<file path="config.mk">
export PLATFORM = sky130hd
export DESIGN_NAME = mage_cfg_loader
export DESIGN_NICKNAME = d
export VERILOG_FILES = /design/src/rtl/mage_cfg_loader.sv
export SDC_FILE = /design/constraint.sdc
export NUM_CORES = 1
export LEC_CHECK = 0
export ABC_AREA = 0
export CAP_MARGIN = 30
export CORE_MARGIN = 5
export CORE_UTILIZATION = 30
export CTS_CLUSTER_SIZE = 30
export DETAILED_ROUTE_END_ITERATION = 8
export GPL_ROUTABILITY_DRIVEN = 0
export PLACE_DENSITY_LB_ADDON = 0.08
export SLEW_MARGIN = 15
export SYNTH_ARGS = -nofsm -noshare
export SYNTH_HDL_FRONTEND = slang
export SYNTH_SLANG_ARGS = --single-unit
</file>
<file path="constraint.sdc">
create_clock -name clk_i -period 6.7 [get_ports clk_i]
set_input_delay 1.34 -clock clk_i [delete_from_list [all_inputs] [get_ports clk_i]]
set_output_delay 1.34 -clock clk_i [all_outputs]
set_load 0.03 [all_outputs]
</file>
<file path="src/rtl/mage_cfg_loader.sv">
// mage_cfg_loader
//   Streams a configuration image into the peripheral register file.
//   Each 32-bit word taken from the cfg stream becomes one register-bus
//   write to base + 4*idx; with VERIFY set every write is followed by a
//   read of the same address and compared against the word just written.
//   A per-transaction timeout catches a responder that never answers.
//
// Ports
//   clk_i, rst_n_i         clock, asynchronous active-low reset
//   start_i                start a run (only looked at in IDLE)
//   base_addr_i            word-aligned byte address of the first register
//   num_words_i            number of words to load (0 = empty run)
//   abort_i                request early termination
//   cfg_data_i/valid_i     configuration word stream in
//   cfg_ready_o            loader accepts a word (FETCH only)
//   reg_req_o / reg_rsp_i  register-bus request out / response in
//   busy_o                 high whenever not IDLE
//   done_o                 one-cycle pulse at the end of every run
//   error_o                sticky error flag, cleared by the next start
//   error_code_o           0 none, 1 bus error, 2 mismatch, 3 timeout
//   error_idx_o            word index at which the error was recorded
`timescale 1ns/1ps

package mage_cfg_loader_pkg;
    typedef struct packed {
        logic [31:0] addr;
        logic        write;
        logic [31:0] wdata;
        logic [3:0]  wstrb;
        logic        valid;
    } reg_req_t;

    typedef struct packed {
        logic [31:0] rdata;
        logic        error;
        logic        ready;
    } reg_rsp_t;
endpackage

module mage_cfg_loader
    import mage_cfg_loader_pkg::*;
#(
    parameter int unsigned CNT_W          = 16,
    parameter int unsigned TIMEOUT_CYCLES = 256,
    parameter bit          VERIFY         = 1'b1
) (
    input  logic             clk_i,
    input  logic             rst_n_i,
    input  logic             start_i,
    input  logic [31:0]      base_addr_i,
    input  logic [CNT_W-1:0] num_words_i,
    input  logic             abort_i,
    input  logic [31:0]      cfg_data_i,
    input  logic             cfg_valid_i,
    output logic             cfg_ready_o,
    output reg_req_t         reg_req_o,
    input  reg_rsp_t         reg_rsp_i,
    output logic             busy_o,
    output logic             done_o,
    output logic             error_o,
    output logic [1:0]       error_code_o,
    output logic [CNT_W-1:0] error_idx_o
);

    localparam int unsigned     TO_W    = $clog2(TIMEOUT_CYCLES + 1);
    localparam logic [TO_W-1:0] TO_LAST = TO_W'(TIMEOUT_CYCLES - 1);

    localparam logic [1:0] CODE_BUS      = 2'd1;
    localparam logic [1:0] CODE_MISMATCH = 2'd2;
    localparam logic [1:0] CODE_TIMEOUT  = 2'd3;

    typedef enum logic [2:0] {
        ST_IDLE,
        ST_FETCH,
        ST_WRITE,
        ST_READ,
        ST_DONE
    } state_t;

    state_t           state_q, state_d;
    logic [31:0]      base_q, base_d;
    logic [CNT_W-1:0] cnt_q, cnt_d;
    logic [CNT_W-1:0] idx_q, idx_d;
    logic [31:0]      data_q, data_d;
    logic             abort_q, abort_d;
    logic             err_q, err_d;
    logic [1:0]       code_q, code_d;
    logic [CNT_W-1:0] eidx_q, eidx_d;
    logic [TO_W-1:0]  tcnt_q, tcnt_d;
    reg_req_t         req_q, req_d;

    logic             advance;
    logic             rec_err;
    logic [1:0]       rec_code;

    always_comb begin
        state_d  = state_q;
        base_d   = base_q;
        cnt_d    = cnt_q;
        idx_d    = idx_q;
        data_d   = data_q;
        abort_d  = abort_q;
        err_d    = err_q;
        code_d   = code_q;
        eidx_d   = eidx_q;
        tcnt_d   = '0;          // any entry into WRITE/READ starts from zero
        advance  = 1'b0;
        rec_err  = 1'b0;
        rec_code = '0;

        if (state_q != ST_IDLE && abort_i) begin
            abort_d = 1'b1;
        end

        case (state_q)
            ST_IDLE: begin
                if (start_i) begin
                    base_d  = base_addr_i;
                    cnt_d   = num_words_i;
                    idx_d   = '0;
                    err_d   = 1'b0;
                    code_d  = '0;
                    eidx_d  = '0;
                    abort_d = 1'b0;
                    state_d = (num_words_i == '0) ? ST_DONE : ST_FETCH;
                end
            end
            ST_FETCH: begin
                // Abort wins over a word offered in the same cycle; the run
                // is being torn down so that word is simply not written.
                if (abort_d) begin
                    state_d = ST_DONE;
                end else if (cfg_valid_i) begin
                    data_d  = cfg_data_i;
                    state_d = ST_WRITE;
                end
            end
            ST_WRITE: begin
                if (reg_rsp_i.ready) begin
                    if (reg_rsp_i.error) begin
                        rec_err  = 1'b1;
                        rec_code = CODE_BUS;
                        state_d  = ST_DONE;
                    end else if (abort_d) begin
                        // A pending abort skips the read-back of this word.
                        state_d = ST_DONE;
                    end else if (VERIFY) begin
                        state_d = ST_READ;
                    end else begin
                        advance = 1'b1;
                    end
                end else if (tcnt_q == TO_LAST) begin
                    rec_err  = 1'b1;
                    rec_code = CODE_TIMEOUT;
                    state_d  = ST_DONE;
                end else begin
                    tcnt_d = tcnt_q + TO_W'(1);
                end
            end
            ST_READ: begin
                if (reg_rsp_i.ready) begin
                    if (reg_rsp_i.error) begin
                        rec_err  = 1'b1;
                        rec_code = CODE_BUS;
                        state_d  = ST_DONE;
                    end else if (reg_rsp_i.rdata != data_q) begin
                        rec_err  = 1'b1;
                        rec_code = CODE_MISMATCH;
                        state_d  = ST_DONE;
                    end else begin
                        advance = 1'b1;
                    end
                end else if (tcnt_q == TO_LAST) begin
                    rec_err  = 1'b1;
                    rec_code = CODE_TIMEOUT;
                    state_d  = ST_DONE;
                end else begin
                    tcnt_d = tcnt_q + TO_W'(1);
                end
            end
            ST_DONE: begin
                state_d = ST_IDLE;
            end
            default: begin
                state_d = ST_IDLE;
            end
        endcase

        if (advance) begin
            if (abort_d || idx_q == cnt_q - CNT_W'(1)) begin
                state_d = ST_DONE;
            end else begin
                idx_d   = idx_q + CNT_W'(1);
                state_d = ST_FETCH;
            end
        end

        // First error of a run is the one reported.
        if (rec_err && !err_q) begin
            err_d  = 1'b1;
            code_d = rec_code;
            eidx_d = idx_q;
        end

        // Request is a registered image of the next state so that the
        // fields stay constant for the whole life of a transaction.
        req_d = '0;
        if (state_d == ST_WRITE) begin
            req_d.valid = 1'b1;
            req_d.write = 1'b1;
            req_d.addr  = base_d + (32'(idx_d) << 2);
            req_d.wdata = data_d;
            req_d.wstrb = 4'hF;
        end else if (state_d == ST_READ) begin
            req_d.valid = 1'b1;
            req_d.addr  = base_d + (32'(idx_d) << 2);
        end
    end

    always_ff @(posedge clk_i or negedge rst_n_i) begin
        if (!rst_n_i) begin
            state_q <= ST_IDLE;
            base_q  <= '0;
            cnt_q   <= '0;
            idx_q   <= '0;
            data_q  <= '0;
            abort_q <= 1'b0;
            err_q   <= 1'b0;
            code_q  <= '0;
            eidx_q  <= '0;
            tcnt_q  <= '0;
            req_q   <= '0;
        end else begin
            state_q <= state_d;
            base_q  <= base_d;
            cnt_q   <= cnt_d;
            idx_q   <= idx_d;
            data_q  <= data_d;
            abort_q <= abort_d;
            err_q   <= err_d;
            code_q  <= code_d;
            eidx_q  <= eidx_d;
            tcnt_q  <= tcnt_d;
            req_q   <= req_d;
        end
    end

    assign reg_req_o    = req_q;
    assign cfg_ready_o  = (state_q == ST_FETCH);
    assign busy_o       = (state_q != ST_IDLE);
    assign done_o       = (state_q == ST_DONE);
    assign error_o      = err_q;
    assign error_code_o = code_q;
    assign error_idx_o  = eidx_q;

endmodule

</file>
==> metrics.txt, run 1 <==
pwr dens 357.9 mW/mm^2; Flop pwr share 0.373; crit end category flip-flop; CP cell instances clkdlybuf4s50_1, xnor2_1, nand4_1, nor4_1, buf_4, nand3_1, nor2_1, nand2_1, mux2i_1, ha_1, inv_1, fa_1, nor2b_1, o31a_1, o21ai_0, nand2b_1, a31oi_1, mux2_4, o211a_1, o41ai_4, a31oi_4, or3_1, a21oi_1; Worst Path Arrival approximately 6.4 ns; Max FO, Critical Path 9; antenna violations before repair 1; Worst Hold End base_q[0]$_DFF_PN0_; setup bufs post-CTS 0; DRT Pass-1 Iters 5; # setup viols final 0; RSZ-0062 raised after global routing no; Buf/Inv on CP 3; slew margin rel. 0.4069; Top FF cell, synth dfrtp_1; DP HPWL ~20 mm; P_leak between 0.005 and 0.006 uW; Switching Power around 1700 uW; Final Hold Slack around 0.48 ns; Netlist cell types 63; hold crit path type reg2reg; nature of the critical path startpoint input pin; CTS H-tree lvls 4; Final #Nets between 1000 and 1500; gr ovfl total 0; vias per inst roughly 4.7; DRC Markers 0; die area roughly 0.035 mm^2; max capacitance violation total 0; sink count of the clock tree 194; insertion delay to the later sink of the worst-skew pair between 0.4 and 0.5 ns; root buffer cell clkbuf_16; Layout Skew 0.01134 ns; I/O Pins approximately 210; register-to-register setup slack about 0.93 ns; first-pass GRT wire length roughly 44 mm; initial core utilization 0.3015; sw frac 0.3707; warnings from Yosys 0; Post-Syn Nets approximately 1100; slowest stage delay, CP approximately 0.52 ns; commonest non-fill, non-tap cell in the layout clkdlybuf4s50_1; Mapped Cells just over 900; Slowest-stage cell, CP nor4_1; combinational share of power 0.389; CTS Hold Bufs 0; layout cell share with drive strength beyond 1 0.1014; M3 GR Usage 0.03695; DR WL/cell 17.58 um; start of the worst register-to-register path cnt_q[2]$_DFFE_PN0P_; total track usage 0.1574; Syn Area/Cell approximately 10 um^2; Seq/Total Area, Yosys 0.5142; Reg2Reg Depth 22; pin count of the biggest net entering global routing about 110; Fmax between 0.15 and 0.2 GHz; Period minus WS final between 6 and 7 ns; Fin. Hold Viols 0; post-cts resize count 0; max-slew violation count 0; 1st-iter DRT viols roughly 310; reg2reg end reg_req_o[58]$_DFF_PN0_; hold path depth 2; Port Buffers 210; fin crit share 0.9033; mapped cell area around 0.0094 mm^2; Peak supply drop 167.1 uV; internal power approximately 2900 uW; final antenna diode count 0; Routed Antenna Nets 0; met1 capacity usage during global routing 0.2230; kind of cell adding the most delay to the critical path simple AND/OR/NAND/NOR gates; Clock Power Share 0.238; worst slew pin tran ~0.9 ns; gr busiest metal met2; met2 Usage GRT 0.2471; min-delay src base_q[0]$_DFF_PN0_; vias after detailed routing around 7300; CORE AREA about 0.031 mm^2; status finished clean; Die X approximately 190 um; async set or reset register ratio after synthesis 1.000; number of enable flip-flop cells after synthesis 0; vias in the first global route 7635; CTS tree yes; Routed WL 27.35 mm; most frequent cells in the layout clkdlybuf4s50_1, dfrtp_1, nand2_1; number of cell rows between 60 and 70; setup_tns 0 ns; DIE HEIGHT about 190 um; Layout area overhead 34.45%; clock slew at reported path FFs around 0.070 ns; Synth Register Bits around 190; largest buffer count on any clock path 2; CP required between 7 and 8 ns; WS Path Type in2reg; Num CTS Buffers 17
-- how the worst max path moves through the flow --
stage / from / end / slack (ns) / cells after the start
final: reg_rsp_i[31] / reg_req_o[58]$_DFF_PN0_ / 0.65 / 23
after global placement: reg_rsp_i[31] / reg_req_o[58]$_DFF_PN0_ / 0.24 / 23
after detailed placement: reg_rsp_i[31] / reg_req_o[58]$_DFF_PN0_ / 0.18 / 23
after global routing: reg_rsp_i[8] / reg_req_o[58]$_DFF_PN0_ / 0.28 / 23
after CTS: reg_rsp_i[31] / reg_req_o[58]$_DFF_PN0_ / 0.61 / 23
after floorplan: start_i / reg_req_o[58]$_DFF_PN0_ / 0.58 / 21
-- routing by layer --
metal / wire, um / up-vias
met1: 13510 / 3532
met2: 12450 / 165
met4: 233 / 2
li1: - / 3605
met3: 1142 / 13
met5: 13 / -
-- cell families after synthesis --
kind of cell,share of synthesized area
AOI/OAI and AO/OA,0.1026
xor gates and xnor gates,0.07515
adders and majority gates,0.02465
buffers and inverters,0.03115
DFF,0.5142
muxes,0.06627
and+or+nand+nor,0.1860
-- tightest hold or removal path, stage by stage (launching register included) --
cell and delay (ns):
dfrtp_1 0.32, nand2_1 0.06, nand2_1 0.07
-- power groups by stage --
stage	registers [uW]	logic, uW	clock network, uW
floorplan	1790	1090	0
global placement	1720	1780	0
detailed placement	1720	1780	0
CTS	1700	1800	1120
global route	1740	1960	1170
finish	1700	1770	1080
-- stage by stage --
stage | utilization | instances | power, uW | instance area [um^2] | setup slack (ns)
floorplan | - | 935 | 2882 | 9440 | 0.5813
global placement | 0.3849 | 1523 | 3501 | 12050 | 0.2427
detailed placement | 0.3849 | 1523 | 3504 | 12050 | 0.1847
CTS | 0.4045 | 1555 | 4620 | 12660 | 0.6116
global route | 0.4054 | 1556 | 4875 | 12690 | 0.2833
finish | 0.4054 | 1556 | 4543 | 12690 | 0.6480
-- cells in the mapped netlist, types with 2 or more instances --
master	number	share of area
and2_1	3	0.0020
nor2b_1	38	0.025
xnor2_1	63	0.058
inv_1	28	0.011
a21o_1	8	0.0064
o31a_1	4	0.0037
o41a_1	2	0.0024
nor3b_1	4	0.0032
xor2_1	18	0.017
nand3_1	24	0.013
clkbuf_1	36	0.014
nor3_1	22	0.012
dfrtp_1	194	0.51
nand4_1	14	0.0093
nor4_1	11	0.0073
o21bai_1	5	0.0040
buf_1	2	0.00080
o21a_1	4	0.0032
or2_2	3	0.0020
o211a_1	2	0.0021
nand2b_1	4	0.0027
or3_1	6	0.0040
o21ai_0	39	0.021
a21boi_0	3	0.0024
o31ai_1	6	0.0048
a31oi_1	5	0.0033
or4_1	2	0.0016
a31o_2	2	0.0019
nand2_1	172	0.068
nor2_1	47	0.019
o211ai_1	7	0.0056
mux2i_1	16	0.017
mux2_2	40	0.048
a211oi_1	6	0.0048
a2111oi_0	3	0.0028
or3b_2	2	0.0019
buf_4	4	0.0032
a21oi_1	33	0.017
and3_1	13	0.0086
ha_1	17	0.023
-- final cells by class --
cell class	count	area [um^2]
Multi-Input combinational cell	669	4319
Clock buffer	19	442.9
Sequential cell	194	4855
Clock inverter	13	171.4
Inverter	28	105.1
Tap cell	402	503.0
Timing Repair Buffer	231	2296
Fill cell	3098	18620
-- sequential cells by signal (all words and copies together), names as in the netlist, 2 cells and up --
| register | flops |
|---|---|
| data_q | 32 |
| base_q | 32 |
| state_q | 3 |
| error_idx_o | 16 |
| cnt_q | 16 |
| reg_req_o | 66 |
| error_code_o | 2 |
| tcnt_q | 9 |
| idx_q | 16 |
Power figures use the tool's default switching activity.
==> run 2: changes to the inputs <==
RECOVER_POWER = 50   (was not set)
==> metrics.txt, run 2 (synthesis results as in run 1) <==
max-slew violation count 139; Fin. Hold Viols 0; CTS H-tree lvls 4; crit end category flip-flop; Fmax approximately 0.17 GHz; sw frac 0.3714; metal3 WL ~1.1 mm; post-cts resize count 0; placed cell area approximately 0.012 mm^2; pin count of the biggest net entering global routing 105; sink count of the clock tree between 150 and 200; die area 0.03512 mm^2; Max FO, Critical Path 9; Layout Skew between 0.01 and 0.015 ns; CORE AREA roughly 0.031 mm^2; insertion delay to the later sink of the worst-skew pair 0.44 ns; Port Buffers between 200 and 250; combinational share of power 0.387; DRC Markers 0; max reg flops 66; I/O Pins ~210; DR WL/cell 17.58 um; vias in the first global route approximately 7600; Num CTS Buffers 17; total track usage 0.1574; clock slew at reported path FFs approximately 0.070 ns; first-pass GRT wire length ~44 mm; DIE HEIGHT ~190 um; RSZ-0062 raised after global routing no; gr ovfl total 0; Non-Filler Instances roughly 1600; Die X 187.4 um; vias per inst 4.705; largest buffer count on any clock path 2; Switching Power 1684 uW; Flop pwr share 0.374; DP HPWL 19.98 mm; vias after detailed routing ~7300; Layout area overhead 34.04%; commonest non-fill, non-tap cell in the layout clkdlybuf4s50_1; Routed Antenna Nets 0; most frequent cells in the layout clkdlybuf4s50_1, dfrtp_1, nand2_1; slew margin rel. -1.138; root buffer cell clkbuf_16; Filler Cells Inserted about 3100; DR top layer met5; max capacitance violation total 3; layout cell share with drive strength beyond 1 0.09099; final instance area roughly 0.013 mm^2; fin crit share 0.9017; DRT Pass-1 Iters 4; status complete, but fails checks; Clock Power Share 0.239; # setup viols final 0; WS Path Type in2reg; Routed WL 27.35 mm; worst slew pin tran between 3 and 4 ns; setup_tns 0 ns; antenna violations before repair 1; internal power about 2900 uW; failing checks capacitance limit, slew limit; initial core utilization 0.3015; WL met1 around 14 mm; pwr dens approximately 360 mW/mm^2; number of instances in the placed design ~1500; Final #Nets 1278; P_leak between 0.005 and 0.006 uW; 1st-iter DRT viols about 310; CTS Hold Bufs 0; setup bufs post-CTS 0; Peak supply drop between 150 and 200 uV; nature of the critical path startpoint input pin; met2 routed WL about 12 mm; CTS tree yes; final antenna diode count 0; number of cell rows 65; hold crit path type reg2reg; Period minus WS final approximately 6 ns; CP required 7.06 ns; Worst Path Arrival around 6.4 ns
run 2: cell count changes in the layout (fill, tap and decap cells not counted), sizes merged:
cell / change
clkbuf: +3
dlygate4sd3: +3
dlymetal6s4s: +1
clkdlybuf4s50: -3
buf: -4
run 2: path summary, 6_finish.rpt:
check | slack (ns) | start | to | cells past startpoint
hold / removal | 0.48 | base_q[0]$_DFF_PN0_ | base_q[0]$_DFF_PN0_ | 2
setup reg to reg | 0.95 | cnt_q[2]$_DFFE_PN0P_ | reg_req_o[58]$_DFF_PN0_ | 22
max in group asynchronous | 1.30 | rst_n_i | reg_req_o[24]$_DFF_PN0_ | 2
min in group asynchronous | 1.40 | rst_n_i | tcnt_q[2]$_DFF_PN0_ | 1
setup / recovery | 0.66 | reg_rsp_i[31] | reg_req_o[58]$_DFF_PN0_ | 23
hold reg to reg | 0.48 | base_q[0]$_DFF_PN0_ | base_q[0]$_DFF_PN0_ | 2
run 2: layout make-up:
type	instances	area [um^2]	area share
multi-input combinational	669	4317	0.3411
clock inverter	13	171.4	0.01355
clock buffer	19	442.9	0.03500
inverter	28	105.1	0.008306
timing repair buffer	231	2260	0.1786
tap	402	503.0	0.03975
sequential	194	4855	0.3837
run 2: per-layer routing:
layer | global-route usage | vias to the layer above
li1 | - | 3605
met1 | 0.2230 | 3538
met2 | 0.2471 | 163
met3 | 0.03695 | 13
met4 | 0.03416 | 2
met5 | 0 | -
run 2: stage by stage:
stage	worst slack (ns)	total power [uW]	hold WS, ns	util
floorplan	0.5813	2882	0.4394	-
global placement	0.2427	3501	0.4570	0.3849
detailed placement	0.1847	3504	0.4667	0.3849
CTS	0.6116	4620	0.4849	0.4045
global route	0.1757	4867	0.5144	0.4041
finish	0.6584	4535	0.4808	0.4041
run 2: power by group through the flow:
stage	logic, uW	registers (uW)	clock network, uW
after floorplan	1090	1790	0
after global placement	1780	1720	0
after detailed placement	1780	1720	0
after CTS	1800	1700	1120
after global routing	1950	1740	1170
final	1760	1700	1080
run 2: worst max-delay path: stages:
cell             delay (ns)
clkdlybuf4s50_1        0.47
xnor2_1                0.13
nand4_1                0.15
nor4_1                 0.51
buf_4                  0.21
nand3_1                0.09
nor2_1                 0.12
nand2_1                0.12
mux2i_1                0.21
ha_1                   0.20
inv_1                  0.06
fa_1                   0.37
nor2b_1                0.18
o31a_1                 0.16
o21ai_0                0.09
nand2b_1               0.15
a31oi_1                0.10
mux2_4                 0.31
o211a_1                0.27
o41ai_4                0.42
a31oi_4                0.20
or3_1                  0.38
a21oi_1                0.15
==> run 3: changes to the inputs <==
ABC_AREA = 1   (was 0)
CORE_MARGIN = not set   (was 5)
SLEW_MARGIN = not set   (was 15)
==> metrics.txt, run 3 <==
status complete, but fails checks; failing checks capacitance limit, slew limit; largest buffer count on any clock path 2; Post-synth top cells nand2_1, dfrtp_1, inv_1; Mapped Cells around 1300; Final #Nets between 1500 and 2000; most frequent cells in the layout nand2_1, clkdlybuf4s50_1, dfrtp_1; CTS Hold Bufs 0; total power around 4800 uW; DP HPWL around 23 mm; Clock Power Share 0.227; commonest non-fill, non-tap cell in the layout nand2_1; number of cell rows 67; clock slew at reported path FFs about 0.070 ns; WS Path Type in2reg; RSZ-0062 raised after global routing no; Fin. Hold Viols 0; DR WL/cell approximately 16 um; gr ovfl total 0; max reg flops 66; pwr dens around 360 mW/mm^2; hold crit path type reg2reg; initial core utilization 0.3040; register-to-register setup slack between 1.5 and 2 ns; Top FF cell, synth dfrtp_1; hold path depth 1; sw frac 0.4206; die area about 0.035 mm^2; fin crit share 0.8201; Max FO, Critical Path 26; CP required about 7.1 ns; Reg2Reg Depth 22; Synth Register Bits about 190; Routed Antenna Nets 0; Final Hold Slack between 0.4 and 0.5 ns; CP startpoint start_i; insertion delay to the later sink of the worst-skew pair between 0.4 and 0.5 ns; Non-Filler Instances between 1500 and 2000; Layout Skew about 0.021 ns; 1st-iter DRT viols approximately 480; area leader, netlist dfrtp_1; internal power 2806 uW; async set or reset register ratio after synthesis 1.000; DRC Markers 0; Die X roughly 190 um; crit end category flip-flop; worst slew pin tran a little under 3 ns; post-cts resize count 0; pin count of the biggest net entering global routing 95; nature of the critical path startpoint input pin; Fmax between 0.15 and 0.2 GHz; Routed WL roughly 31 mm; CTS H-tree lvls 4; max-slew violation count around 100; top-count cell post-synth nand2_1; total track usage 0.1846; Seq/Total Area, Yosys 0.4774; min-delay src tcnt_q[0]$_DFF_PN0_; Netlist cell types 51; Flop pwr share 0.348; root buffer cell clkbuf_16; Worst Hold End tcnt_q[0]$_DFF_PN0_; number of enable flip-flop cells after synthesis 0; slew margin rel. -0.9575; layout cell share with drive strength beyond 1 0.1116; # setup viols final 0; DRT Pass-1 Iters 5; start of the worst register-to-register path state_q[1]$_DFF_PN0_; Peak supply drop 193.7 uV; Worst Path Arrival around 6 ns; Switching Power a little over 2000 uW; vias per inst about 4.5; number of instances in the placed design around 1900; Num CTS Buffers 17; vias in the first global route roughly 8500; Syn Area/Cell a little over 8 um^2; combinational share of power 0.425; setup bufs post-CTS 0; Layout area overhead 31.85%; reg2reg end reg_req_o[62]$_DFF_PN0_; post-layout util 0.4009; mapped cell area 0.01017 mm^2; first-pass GRT wire length ~48 mm; max capacitance violation total 2; P_leak 0.006192 uW; sink count of the clock tree roughly 190; share of the synthesized area in the top cell type 0.4774; I/O Pins 211; Port Buffers 210; Post-Syn Nets roughly 1400; Period minus WS final 5.495 ns; main area contributors after synthesis dfrtp_1, nand2_1, inv_1; DIE HEIGHT around 190 um; CORE AREA ~0.033 mm^2; CTS tree yes; vias after detailed routing 8574; setup_tns 0 ns; final antenna diode count 0; antenna violations before repair 0; warnings from Yosys 0
run 3: cell types whose count changed in the layout (fill, tap and decap cells not counted), sizes merged, moves of 16 or more:
cell   delta
inv     +143
nand2    +99
xnor2    -35
or2      +51
nor2    +119
mux2     -40
o21ai    +66
nand3    +47
nor2b    -38
mux2i    -16
run 3: worst max-delay path by stage:
stage | slack, ns | cells after the start | to
floorplan | 2.22 | 24 | reg_req_o[62]$_DFF_PN0_
global placement | 1.05 | 26 | reg_req_o[68]$_DFF_PN0_
detailed placement | 0.96 | 26 | reg_req_o[68]$_DFF_PN0_
CTS | 1.43 | 26 | reg_req_o[68]$_DFF_PN0_
global route | 0.70 | 20 | reg_req_o[62]$_DFF_PN0_
finish | 1.21 | 20 | reg_req_o[62]$_DFF_PN0_
run 3: per-layer routing:
metal / global-route usage / up-vias / wire (um)
met5: 0 / - / 0
met1: 0.2456 / 4064 / 14570
li1: - / 4355 / -
met4: 0.05902 / 0 / 511
met2: 0.3058 / 128 / 14890
met3: 0.02935 / 27 / 866
run 3: logic make-up after synthesis:
kind of cell	synth area share
simple gates	0.2844
buf+inv	0.07788
flops	0.4774
compound gates	0.08907
xor+xnor	0.04724
fa+ha+maj	0.02288
mux	0.001107
run 3: area by class of cell:
class	count	area, um^2
Inverter	171	641.9
Timing Repair Buffer	220	2197
Clock buffer	18	439.2
Sequential cell	194	4855
Fill cell	3388	20040
Tap cell	448	560.5
Clock inverter	14	192.7
Multi-Input combinational cell	852	4523
run 3: metrics by stage:
| step | cell area [um^2] | worst slack [ns] |
|---|---|---|
| floorplan | 10170 | 2.225 |
| global placement | 12750 | 1.050 |
| detailed placement | 12790 | 0.9566 |
| CTS | 13420 | 1.434 |
| global route | 13410 | 0.7025 |
| finish | 13410 | 1.205 |
run 3: power by group through the flow:
stage	clock (uW)	sequential, uW	combinational [uW]
final	1100	1690	2060
after global routing	1180	1730	2310
after CTS	1140	1690	2100
after detailed placement	0	1710	2090
after global placement	0	1710	2070
after floorplan	0	1820	1240
run 3: critical path, stage by stage:
cell and delay (ns):
dlygate4sd3_1 0.52, nand2_1 0.41, inv_1 0.23, clkbuf_1 1.03, or2_2 0.25, o21ai_0 0.14
fa_1 0.49, o21ai_0 0.30, nand3_1 0.11, nand2_1 0.09, and2_1 0.16, nand3_2 0.08
nand2_2 0.13, nand2_2 0.06, nand2_2 0.10, nand3_1 0.09, nand3_2 0.10, nand3_1 0.07
nand2_1 0.06, nor2_1 0.04
